==> config.mk <==
export PLATFORM = sky130hd
export DESIGN_NAME = sd_slv_rd_seq
export DESIGN_NICKNAME = d
export VERILOG_FILES = /design/src/rtl/sd_slv_pkg.sv /design/src/rtl/sd_slv_rd_wdog.sv /design/src/rtl/sd_slv_rd_seq.sv
export SDC_FILE = /design/constraint.sdc
export NUM_CORES = 1
export LEC_CHECK = 0
export CORE_AREA = 2 2 98 100
export CTS_BUF_LIST = sky130_fd_sc_hd__clkbuf_2 sky130_fd_sc_hd__clkbuf_4 sky130_fd_sc_hd__clkbuf_8
export DETAILED_ROUTE_END_ITERATION = 12
export DIE_AREA = 0 0 100 102
export GPL_ROUTABILITY_DRIVEN = 0
export HOLD_SLACK_MARGIN = 0.15
export PLACE_DENSITY = 0.84
export SYNTH_ARGS = -nofsm -noshare
export SYNTH_HDL_FRONTEND = slang
export SYNTH_SLANG_ARGS = --single-unit
==> constraint.sdc <==
create_clock -name clk -period 3.1 [get_ports clk]
set_input_delay 0.62 -clock clk [delete_from_list [all_inputs] [get_ports clk]]
set_output_delay 0.62 -clock clk [all_outputs]
set_load 0.03 [all_outputs]
==> src/rtl/sd_slv_pkg.sv <==
// sd_slv_pkg: shared encodings and widths for the SD slave data path
package sd_slv_pkg;
    localparam int ADDR_W = 10;
    localparam logic [1:0] BW_1BIT = 2'b00;
    localparam logic [1:0] BW_4BIT = 2'b10;
    typedef enum logic [2:0] {
        S_IDLE  = 3'd0,
        S_GAP   = 3'd1,
        S_ISSUE = 3'd2,
        S_XFER  = 3'd3,
        S_FIN   = 3'd4
    } rd_state_t;
endpackage

==> src/rtl/sd_slv_rd_wdog.sv <==
// sd_slv_rd_wdog: clear/increment watchdog flagging terminal count at all-ones
module sd_slv_rd_wdog #(
    parameter int TMO_W = 16
) (
    input  logic clk,
    input  logic rst,
    input  logic clr,
    input  logic inc,
    output logic tc
);
    logic [TMO_W-1:0] cnt;
    // clear wins over increment so a fresh block always starts from zero
    always_ff @(posedge clk or posedge rst)
        if (rst) cnt <= '0;
        else cnt <= clr ? '0 : (inc ? cnt + 1'b1 : cnt);
    assign tc = &cnt;
endmodule

==> src/rtl/sd_slv_rd_seq.sv <==
// sd_slv_rd_seq: block-by-block read sequencer driving the ROM address generator
module sd_slv_rd_seq
    import sd_slv_pkg::*;
#(
    parameter int NAC_GAP = 8,
    parameter int TMO_W   = 16,
    parameter int CNT_W   = 16
) (
    input  logic              clk,
    input  logic              rst,
    input  logic              cmd_start,
    input  logic              cmd_multi,
    input  logic [ADDR_W-1:0] cmd_addr,
    input  logic [9:0]        cmd_len,
    input  logic [1:0]        cmd_bw,
    input  logic              stop_req,
    input  logic              adg_stop_en,
    output logic              adg_read,
    output logic [ADDR_W-1:0] adg_ldad,
    output logic [9:0]        adg_adln,
    output logic [1:0]        adg_bw,
    output logic              busy,
    output logic              blk_done,
    output logic              done,
    output logic              err,
    output logic [CNT_W-1:0]  blk_cnt
);
    rd_state_t         state, state_d;
    logic [7:0]        gap;
    logic              multi, stop_pend;
    logic [ADDR_W-1:0] cur_addr;
    logic [9:0]        len;
    logic [1:0]        bw;
    logic              acc, bad, blk_end, tmo, tc;

    sd_slv_rd_wdog #(.TMO_W(TMO_W)) u_wdog (
        .clk(clk),
        .rst(rst),
        .clr(state == S_ISSUE),
        .inc(state == S_XFER),
        .tc (tc)
    );

    // state register
    always_ff @(posedge clk or posedge rst)
        if (rst) state <= S_IDLE;
        else state <= state_d;

    // next state and per-cycle events; block end takes priority over timeout
    always_comb begin
        state_d = state;
        acc     = 1'b0;
        bad     = 1'b0;
        blk_end = 1'b0;
        tmo     = 1'b0;
        case (state)
            S_IDLE: if (cmd_start) begin
                acc     = (cmd_len != '0) && (cmd_bw == BW_1BIT || cmd_bw == BW_4BIT);
                bad     = !acc;
                state_d = acc ? S_GAP : S_IDLE;
            end
            S_GAP:   state_d = stop_req ? S_FIN : (gap == 8'd1 ? S_ISSUE : S_GAP);
            S_ISSUE: state_d = S_XFER;
            S_XFER: begin
                blk_end = adg_stop_en;
                tmo     = !adg_stop_en && tc;
                state_d = adg_stop_en ? ((!multi || stop_pend || stop_req) ? S_FIN : S_GAP)
                                      : (tc ? S_IDLE : S_XFER);
            end
            S_FIN:   state_d = S_IDLE;
            default: state_d = S_IDLE;
        endcase
    end

    // registered outputs and datapath: command latch, gap count, address advance
    always_ff @(posedge clk or posedge rst)
        if (rst) begin
            adg_read  <= 1'b0;
            adg_ldad  <= '0;
            adg_adln  <= '0;
            adg_bw    <= '0;
            busy      <= 1'b0;
            blk_done  <= 1'b0;
            done      <= 1'b0;
            err       <= 1'b0;
            blk_cnt   <= '0;
            gap       <= '0;
            multi     <= 1'b0;
            stop_pend <= 1'b0;
            cur_addr  <= '0;
            len       <= '0;
            bw        <= '0;
        end else begin
            adg_read <= state == S_ISSUE;
            blk_done <= blk_end;
            done     <= state == S_FIN;
            err      <= bad || tmo;
            if (state == S_GAP) gap <= gap - 8'd1;
            if (state == S_ISSUE) begin
                adg_ldad <= cur_addr;
                adg_adln <= len;
                adg_bw   <= bw;
            end
            if ((state == S_ISSUE || state == S_XFER) && stop_req) stop_pend <= 1'b1;
            if (blk_end) begin
                blk_cnt <= &blk_cnt ? blk_cnt : blk_cnt + 1'b1;
                if (state_d == S_GAP) begin
                    cur_addr <= cur_addr + {len[8:0], 1'b0};
                    gap      <= 8'(NAC_GAP);
                end
            end
            if (tmo || state == S_FIN) busy <= 1'b0;
            if (acc) begin
                multi     <= cmd_multi;
                cur_addr  <= cmd_addr;
                len       <= cmd_len;
                bw        <= cmd_bw;
                blk_cnt   <= '0;
                stop_pend <= 1'b0;
                busy      <= 1'b1;
                gap       <= 8'(NAC_GAP);
            end
        end
endmodule

==> results of run 1 <==
final cells by class:
class | count | share of cell area (%)
Clock buffer | 12 | 2.97
Clock inverter | 3 | 1.62
Multi-Input combinational cell | 289 | 36.2
Inverter | 11 | 0.765
Sequential cell | 94 | 42.3
Timing Repair Buffer | 76 | 13.6
Tap cell | 111 | 2.50
stage by stage:
stage	hold WS [ns]	instances	util, %	power, W
after detailed placement	0.487	581	58.3	0.00361
after CTS	0.508	596	61.1	0.00464
after floorplan	0.454	409	-	0.00303
after global placement	0.473	581	58.3	0.00351
after global routing	0.517	596	61.1	0.00488
final	0.499	596	61.1	0.00460
sequential cells by signal, summed over array words and instances (netlist names), 3 cells and up:
register	count
len	10
state	3
gap	8
u_wdog.cnt	16
adg_ldad	10
cur_addr	10
blk_cnt	16
adg_adln	10
worst paths after layout:
path	slack [ns]	cells after the start	from	end
max	0.82	9	len[0]	cur_addr[9]
min	0.50	1	bw[0]	bw[0]
max reg2reg	0.82	9	len[0]	cur_addr[9]
min reg2reg	0.50	1	bw[0]	bw[0]
max in group asynchronous	2.02	3	rst	adg_adln[5]
min in group asynchronous	0.70	3	rst	adg_ldad[1]
power breakdown:
group	total, W	switching [W]	internal (W)	leakage, nW
Combinational	0.00177	0.000922	0.000843	1.15
Clock	0.00101	0.000412	0.000598	0.129
Sequential	0.00183	0.000266	0.00156	1.23
Total	0.00460	0.00160	0.00300	2.51
cells by family after synthesis:
logic type	Yosys count	share of synthesized area, %
buffers and inverters	26	2.52
muxes	41	10.2
and+or+nand+nor	146	16.6
xor gates and xnor gates	34	6.66
adders and majority gates	13	3.81
DFF	94	52.6
AOI/OAI and AO/OA	55	7.61
per-layer routing:
layer  vias up  routed length, µm  track usage (%)
met5         -                  0                0
met4         0                146             6.22
met3        13                390             4.51
met2        76               4470             32.7
met1      1567               4310             26.0
li1       1567                  -                -
cells in the mapped netlist, drive strengths merged, types with 2 or more instances:
cell type and count:
a21o 5, a31oi 3, buf 10, xnor2 10
nand4b 2, dfrtp 94, a21oi 16, nand2 33
nor2 42, nand3 15, o31ai 4, o21a 2
nand2b 8, and3 7, mux2i 6, or3 6
and2 3, mux2 35, nor4 5, nor2b 7
ha 12, clkbuf 5, xor2 24, or3b 2
o21ai 18, nor3 5, inv 11, nand4 5
worst reg2reg max path, stage by stage, from the launching register on:
cell	delay [ns]
dfrtp_1	0.39
ha_1	0.18
inv_1	0.06
fa_1	0.41
nand2b_1	0.19
a21oi_1	0.21
o31ai_1	0.12
xor2_1	0.16
o21a_1	0.18
o31a_1	0.27
==> out/results.ini, run 1 <==
[placed_design]
postPlaceCellArea_um2=5310
io_buffer_count=70
dp_hpwl_um=6540
dp_slack_ns=0.486

[timing]
fin_crit_sh_pct=73.5
fin_crit_ns=2.28
finalHoldViolCount=0
slew_violations=0
relSlewSlack_pct=56.5
fin_ws_ns=0.823
setup_violations=0
worst_pin_slew_ns=0.648
skew_ns=0.00982
max_freq_mhz=439
tns_ns=0
grt_setup_unrepaired=false

[run_status]
status=complete, no violations

[flow_run]
cap_violations=0

[final_layout]
regArea_um2=2350
design_area_um2=5560
multi_input_area_um2=2020
layout_commonest_cell=dfrtp_1
layout_common_cells=94 x dfrtp_1, 70 x clkdlybuf4s50_1, 41 x nor2_1, 35 x mux2_2, 33 x nand2_1
n_antenna_cell=0
fillCellCount=740
syn_to_final_growth_pct=24.4
drive_gt1_share_pct=13.8
nets=522

[die]
core_area_um2=9110
chipWidth_um=100
io_pins=71
start_util_pct=49.1
placementRows=35
die_h_um=102
dieArea_um2=10200

[worst_setup_path]
cp_slowest_cell=fa_1
end_kind=flip-flop
cpPeakStageDelay_ns=0.41
path_buf_inv=1
crit_path_start_kind=flip-flop
cp_max_fo=3
crit_family=compound AO/OA/AOI/OAI gates
cp.required_ns=3.34
cp.arrival_ns=2.52
cp_cell_sequence=ha_1, inv_1, fa_1, nand2b_1, a21oi_1, o31ai_1, xor2_1, o21a_1, o31a_1
crit_type=flip-flop to flip-flop

[detailed_routing]
postRouteAntennaNets=0
first_pass_iters=4
drt-total-wl_um=9320
wl_per_cell_um=15.6
drc=0
viasPerCell=5.41
drt_iter0_drc=87
vias=3223

[clock_tree]
cts_tree=done
clockRootBuffer=clkbuf_8
worstSkewPairLatency_ns=0.35
clock_path_buffers=2
cts_inserted_buffers=9
cts_hold_buf=0
path_clk_slew_ns=0.08
cts_sinks=94
htreeDepth=3
cts_resized=0
postCtsSetupBuffers=0

[synth]
async_flop_share_pct=100
yosys_warnings=0
avgSynthCellArea_um2=10.9
yosysUniqueCellTypes=49
yosysSeqAreaShare_pct=52.6
netlist.area_leader.share_pct=52.6
synth_area_leaders=dfrtp_1 53%, mux2_2 8.8%, xor2_1 4.7%
syn-num-nets=450
syn-cell-area_um2=4470
ys.flop_type=dfrtp_1
syn_inst=409
synth_edf_count=0
yosysTopAreaCell=dfrtp_1
ys_seq_elements=94

[power_and_ir_drop]
leakagePower_nw=2.51
ir_drop_mv=0.486
p_per_area_nw_per_um2=828

[global_route]
grt_max_degree=95
grt_pass1_wl_um=15800
track_usage_pct=19.7
grt-ovfl-total=0
grt_pass1_vias=3311
antenna_found_initial=0

[min_path]
hp-class=flip-flop to flip-flop

Note: power is estimated with default switching activity, not from simulation.
==> run 2: changes to the inputs <==
==> constraint.sdc (replaced) <==
create_clock -name clk -period 1.9 [get_ports clk]
set_input_delay 0.38 -clock clk [delete_from_list [all_inputs] [get_ports clk]]
set_output_delay 0.38 -clock clk [all_outputs]
set_load 0.03 [all_outputs]
==> out/results.ini, run 2 (synthesis gave the netlist of run 1 again) <==
[run_status]
status=finished, violations left
violations=setup timing

[final_layout]
final_util_pct=67.6  ; +6.5 points
syn_to_final_growth_pct=37.7
drive_gt1_share_pct=25.5  ; +12 points
fillCellCount=696  ; -5.9%
nets=575  ; +10%
layout_commonest_cell=dfrtp_1
layout_common_cells=94 x dfrtp_1, 60 x clkdlybuf4s50_1, 49 x buf_4, 40 x nor2_1, 33 x nand2_1
reg_top3=blk_cnt (16), u_wdog.cnt (16)
design_area_um2=6150  ; +11%
n_antenna_cell=0  ; unchanged

[clock_tree]
clock_path_buffers=2  ; unchanged
cts_tree=done
cts_hold_buf=0  ; unchanged
htreeDepth=3  ; unchanged
path_clk_slew_ns=0.09  ; about the same
cts_sinks=94  ; unchanged
worstSkewPairLatency_ns=0.36  ; about the same
clockRootBuffer=clkbuf_8
cts_inserted_buffers=9  ; unchanged

[worst_setup_path]
end_kind=flip-flop
cp.required_ns=2.15  ; -1.19 ns
crit_path_start_kind=flip-flop
cp.arrival_ns=2.35  ; -0.17 ns
crit_type=flip-flop to flip-flop
cp_max_fo=2  ; -1

[global_route]
grt_max_degree=95  ; unchanged
track_usage_pct=21.8  ; +2.1 points
grt_pass1_wl_um=17500  ; +11%
grt-ovfl-total=0  ; unchanged
antenna_found_initial=0  ; unchanged
grt_pass1_vias=3674  ; +11%

[detailed_routing]
wl_met3_um=457  ; +17%
postRouteAntennaNets=0  ; unchanged
vias=3493  ; +8.4%
drt-total-wl_um=10900  ; +16%
first_pass_iters=4  ; unchanged
viasPerCell=5.38  ; -0.47%
wl_per_cell_um=16.7  ; +7.0%
top_layer=met4
drc=0  ; unchanged
wl_met2_um=5560  ; +24%
wl_met1_um=4630  ; +7.5%
drt_iter0_drc=213  ; +140%

[power_and_ir_drop]
leakagePower_nw=3.01  ; +20%
power.total_w=0.00808  ; +76%
p_per_area_nw_per_um2=1310  ; +59%
ir_drop_mv=0.716  ; +47%

[timing]
skew_ns=0.00561  ; -0.00421 ns
tns_ns=-0.583  ; -0.583 ns
fin_ws_ns=-0.199  ; -1.02 ns
max_freq_mhz=476  ; +8.5%
fin_crit_sh_pct=110  ; +37 points
slew_violations=0  ; unchanged
grt_setup_unrepaired=true
fin_crit_ns=2.10  ; -0.178 ns
relSlewSlack_pct=66.6  ; +10 points
worst_pin_slew_ns=0.501  ; -0.147 ns
setup_violations=15  ; +15
finalHoldViolCount=0  ; unchanged

[placed_design]
dp_hpwl_um=7030  ; +7.5%
postPlaceCellArea_um2=5650  ; +6.5%
io_buffer_count=70  ; unchanged

[die]
start_util_pct=49.1  ; unchanged
die_h_um=102  ; unchanged
chipWidth_um=100  ; unchanged
io_pins=71  ; unchanged
placementRows=35  ; unchanged
core_area_um2=9110  ; unchanged
dieArea_um2=10200  ; unchanged

[min_path]
hp-class=primary input to async pin

[flow_run]
cap_violations=0  ; unchanged

## run 2: cell type report
class | instances | area (µm²) | share of cell area (%)
tap | 111 | 139 | 2.26
clock inverter | 3 | 18.8 | 0.305
clock buffer | 12 | 165 | 2.68
timing repair buffer | 129 | 1260 | 20.4
sequential | 94 | 2350 | 38.2
multi-input combinational | 289 | 2170 | 35.3
inverter | 11 | 47.5 | 0.773
## run 2: per-layer routing
metal | GRT usage [%] | vias up
li1 | - | 1667
met1 | 26.5 | 1722
met2 | 38.8 | 86
met3 | 5.34 | 18
met4 | 6.32 | 0
met5 | 0 | -
## run 2: repair_timing
item	4_1_cts	5_1_grt
gates resized for setup	25	26
pin swaps	4	9
setup buffers	4	7
endpoints found under the setup margin	18	39
gates cloned	2	0
## run 2: worst paths after layout
path | startpoint | end | slack [ns] | cells after the start
setup / recovery | cur_addr[1] | cur_addr[9] | -0.20 | 9
max in group asynchronous | rst | cur_addr[5] | 1.01 | 3
hold reg to reg | stop_pend | stop_pend | 0.50 | 2
setup reg to reg | cur_addr[1] | cur_addr[9] | -0.20 | 9
hold / removal | rst | adg_ldad[0] | 0.50 | 3
min in group clk | stop_pend | stop_pend | 0.50 | 2
## run 2: through the flow
stage                     hold WS, ns  instances  setup WS, ns
after floorplan                 0.454        409       -0.0401
after global placement          0.476        621        -0.343
after detailed placement        0.481        621        -0.397
after CTS                       0.502        642        -0.183
after global routing            0.534        649        -0.272
final                           0.498        649        -0.199
## run 2: worst max-delay path: stages, from the launching register on
cell      delay, ns
dfrtp_1        0.36
ha_2           0.18
inv_1          0.05
fa_2           0.34
nand2b_4       0.17
a21oi_4        0.15
o31ai_1        0.10
xor2_1         0.16
o21a_1         0.19
o31a_1         0.27
## run 2: power breakdown
| part | switching (W) | internal [W] |
|---|---|---|
| registers | 0.000388 | 0.00255 |
| logic | 0.00188 | 0.00201 |
| clock network | 0.000689 | 0.000575 |
==> run 3: changes to the inputs <==
--- a/config.mk
+++ b/config.mk
@@ -5,13 +5,13 @@
 export SDC_FILE = /design/constraint.sdc
 export NUM_CORES = 1
 export LEC_CHECK = 0
-export CORE_AREA = 2 2 98 100
+export CORE_AREA = 2 2 93 95
 export CTS_BUF_LIST = sky130_fd_sc_hd__clkbuf_2 sky130_fd_sc_hd__clkbuf_4 sky130_fd_sc_hd__clkbuf_8
 export DETAILED_ROUTE_END_ITERATION = 12
-export DIE_AREA = 0 0 100 102
+export DIE_AREA = 0 0 95 97
 export GPL_ROUTABILITY_DRIVEN = 0
 export HOLD_SLACK_MARGIN = 0.15
-export PLACE_DENSITY = 0.84
+export PLACE_DENSITY = 0.88
 export SYNTH_ARGS = -nofsm -noshare
 export SYNTH_HDL_FRONTEND = slang
 export SYNTH_SLANG_ARGS = --single-unit
==> constraint.sdc (replaced) <==
create_clock -name clk -period 2.02 [get_ports clk]
set_input_delay 0.404 -clock clk [delete_from_list [all_inputs] [get_ports clk]]
set_output_delay 0.404 -clock clk [all_outputs]
set_load 0.03 [all_outputs]
==> out/results.ini, run 3 (synthesis gave the netlist of run 1 again) <==
[timing]
grt_setup_unrepaired=true
max_freq_mhz=470  ; -1.4%
setup_violations=2  ; -13
finalHoldViolCount=0  ; unchanged
fin_crit_ns=2.13  ; +0.0289 ns
worst_pin_slew_ns=0.441  ; -0.0602 ns
slew_violations=0  ; unchanged
fin_ws_ns=-0.108  ; +0.0911 ns
holdWs_ns=0.374  ; -0.124 ns
relSlewSlack_pct=70.4  ; +3.9 points
fin_crit_sh_pct=105  ; -5.1 points
skew_ns=0.0170  ; +0.0114 ns

[final_layout]
regArea_um2=2350  ; about the same
fillCellCount=545  ; -22%
layout_common_cells=93 x dfrtp_1, 70 x clkdlybuf4s50_1, 41 x nor2_1, 35 x mux2_2, 33 x nand2_1
instances_no_fill=614  ; -5.4%
syn_to_final_growth_pct=29.7
n_antenna_cell=0  ; unchanged
drive_gt1_share_pct=20.4  ; -5.0 points
nets=545  ; -5.2%
final_util_pct=71.3  ; +3.7 points
multi_input_area_um2=2070  ; -4.7%
layout_commonest_cell=dfrtp_1
reg_top3=blk_cnt (16), u_wdog.cnt (16)

[detailed_routing]
vias=3428  ; -1.9%
postRouteAntennaNets=0  ; unchanged
wl_per_cell_um=16.6  ; -0.58%
drt_iter0_drc=205  ; -3.8%
viasPerCell=5.58  ; +3.7%
drt-total-wl_um=10200  ; -5.9%
drc=0  ; unchanged
first_pass_iters=4  ; unchanged

[placed_design]
dp_cells=596  ; -4.0%
dp_hpwl_um=7070  ; +0.57%
io_buffer_count=70  ; unchanged
dp_slack_ns=-0.298  ; +0.0986 ns

[die]
core_area_um2=8130  ; -11%
chipWidth_um=95  ; -5.0%
die_h_um=97  ; -4.9%
placementRows=33  ; -5.7%
io_pins=71  ; unchanged
start_util_pct=55.0  ; +5.9 points
dieArea_um2=9220  ; -9.7%

[worst_setup_path]
end_kind=flip-flop
cp.required_ns=2.26  ; +0.11 ns
rrSetupSlack_ns=-0.11  ; +0.09 ns
crit_type=flip-flop to flip-flop
crit_path_start_kind=flip-flop
cp.arrival_ns=2.37  ; +0.02 ns
cp_max_fo=2  ; unchanged

[global_route]
grt_pass1_wl_um=16800  ; -4.2%
antenna_found_initial=0  ; unchanged
grt_max_degree=50  ; -47%
grt-ovfl-total=0  ; unchanged
grt_pass1_vias=3538  ; -3.7%
track_usage_pct=23.0  ; +1.2 points

[min_path]
hp-class=primary input to async pin

[power_and_ir_drop]
power.total_w=0.00730  ; -9.7%
p_per_area_nw_per_um2=1260  ; -4.1%
leakagePower_nw=2.62  ; -13%
ir_drop_mv=0.593  ; -17%

[clock_tree]
cts_tree=done
clock_path_buffers=2  ; unchanged
cts_inserted_buffers=9  ; unchanged
worstSkewPairLatency_ns=0.36  ; about the same
path_clk_slew_ns=0.09  ; about the same
clockRootBuffer=clkbuf_8
htreeDepth=3  ; unchanged
cts_sinks=94  ; unchanged

[run_status]
violations=setup timing
status=finished, violations left

[flow_run]
cap_violations=0  ; unchanged

## run 3: changes by cell type in the layout (fill, tap and decap cells not counted), sizes merged
cell,delta
dlygate4sd2,-2
clkinv,-2
bufinv,+2
clkdlybuf4s50,+10
inv,+1
clkinvlp,+1
clkbuf,-1
buf,-30
dlymetal6s2s,-8
## run 3: routing by layer
metal,global-route usage [%],up-vias,share of wire (%)
li1,-,1612,-
met1,30.6,1702,43
met2,37.3,92,51
met3,4.60,22,3.6
met4,8.14,0,2.4
met5,0,-,0
## run 3: final timing paths
kind	from	to	cells past startpoint
worst max-delay path	len[0]	cur_addr[9]	9
worst min-delay path	rst	u_wdog.cnt[1]	2
worst max register to register	len[0]	cur_addr[9]	9
worst min register to register	adg_ldad[1]	adg_ldad[1]	1
max in group asynchronous	rst	gap[0]	3
min in group clk	adg_ldad[1]	adg_ldad[1]	1
## run 3: final cells by class
| cell class | instances | share of cell area, % |
|---|---|---|
| Timing Repair Buffer | 99 | 16.7 |
| Multi-Input combinational cell | 289 | 35.8 |
| Clock buffer | 11 | 2.50 |
| Clock inverter | 5 | 1.40 |
| Inverter | 11 | 0.777 |
| Sequential cell | 94 | 40.6 |
| Tap cell | 105 | 2.27 |
## run 3: repair_timing
action / CTS / global route
setup endpoints to repair: 2 / 23
hold buffers: 0 / 0
endpoints found under the hold margin: 0 / 0
resized for setup: 5 / 8
setup buffers: 1 / 1
pin swaps: 2 / 3
## run 3: report_power, final
group / switching [W] / internal [W] / total, W / leakage [nW]
Sequential: 0.000400 / 0.00240 / 0.00280 / 1.23
Clock: 0.000653 / 0.000748 / 0.00140 / 0.113
Combinational: 0.00161 / 0.00149 / 0.00310 / 1.27
Total: 0.00266 / 0.00463 / 0.00730 / 2.62
## run 3: worst max-delay path, stage by stage (launching register included)
cell and delay, ns:
dfrtp_1 0.38, ha_2 0.19, inv_2 0.04, fa_2 0.35
nand2b_4 0.17, a21oi_4 0.15, o31ai_2 0.10, xor2_1 0.17
o21a_1 0.19, o31a_1 0.26
## run 3: stage by stage
step | TNS [ns] | area, µm²
floorplan | 0 | 4490
global placement | -8.81 | 5510
detailed placement | -9.43 | 5510
CTS | -0.0642 | 5760
global route | -0.279 | 5800
finish | -0.124 | 5800
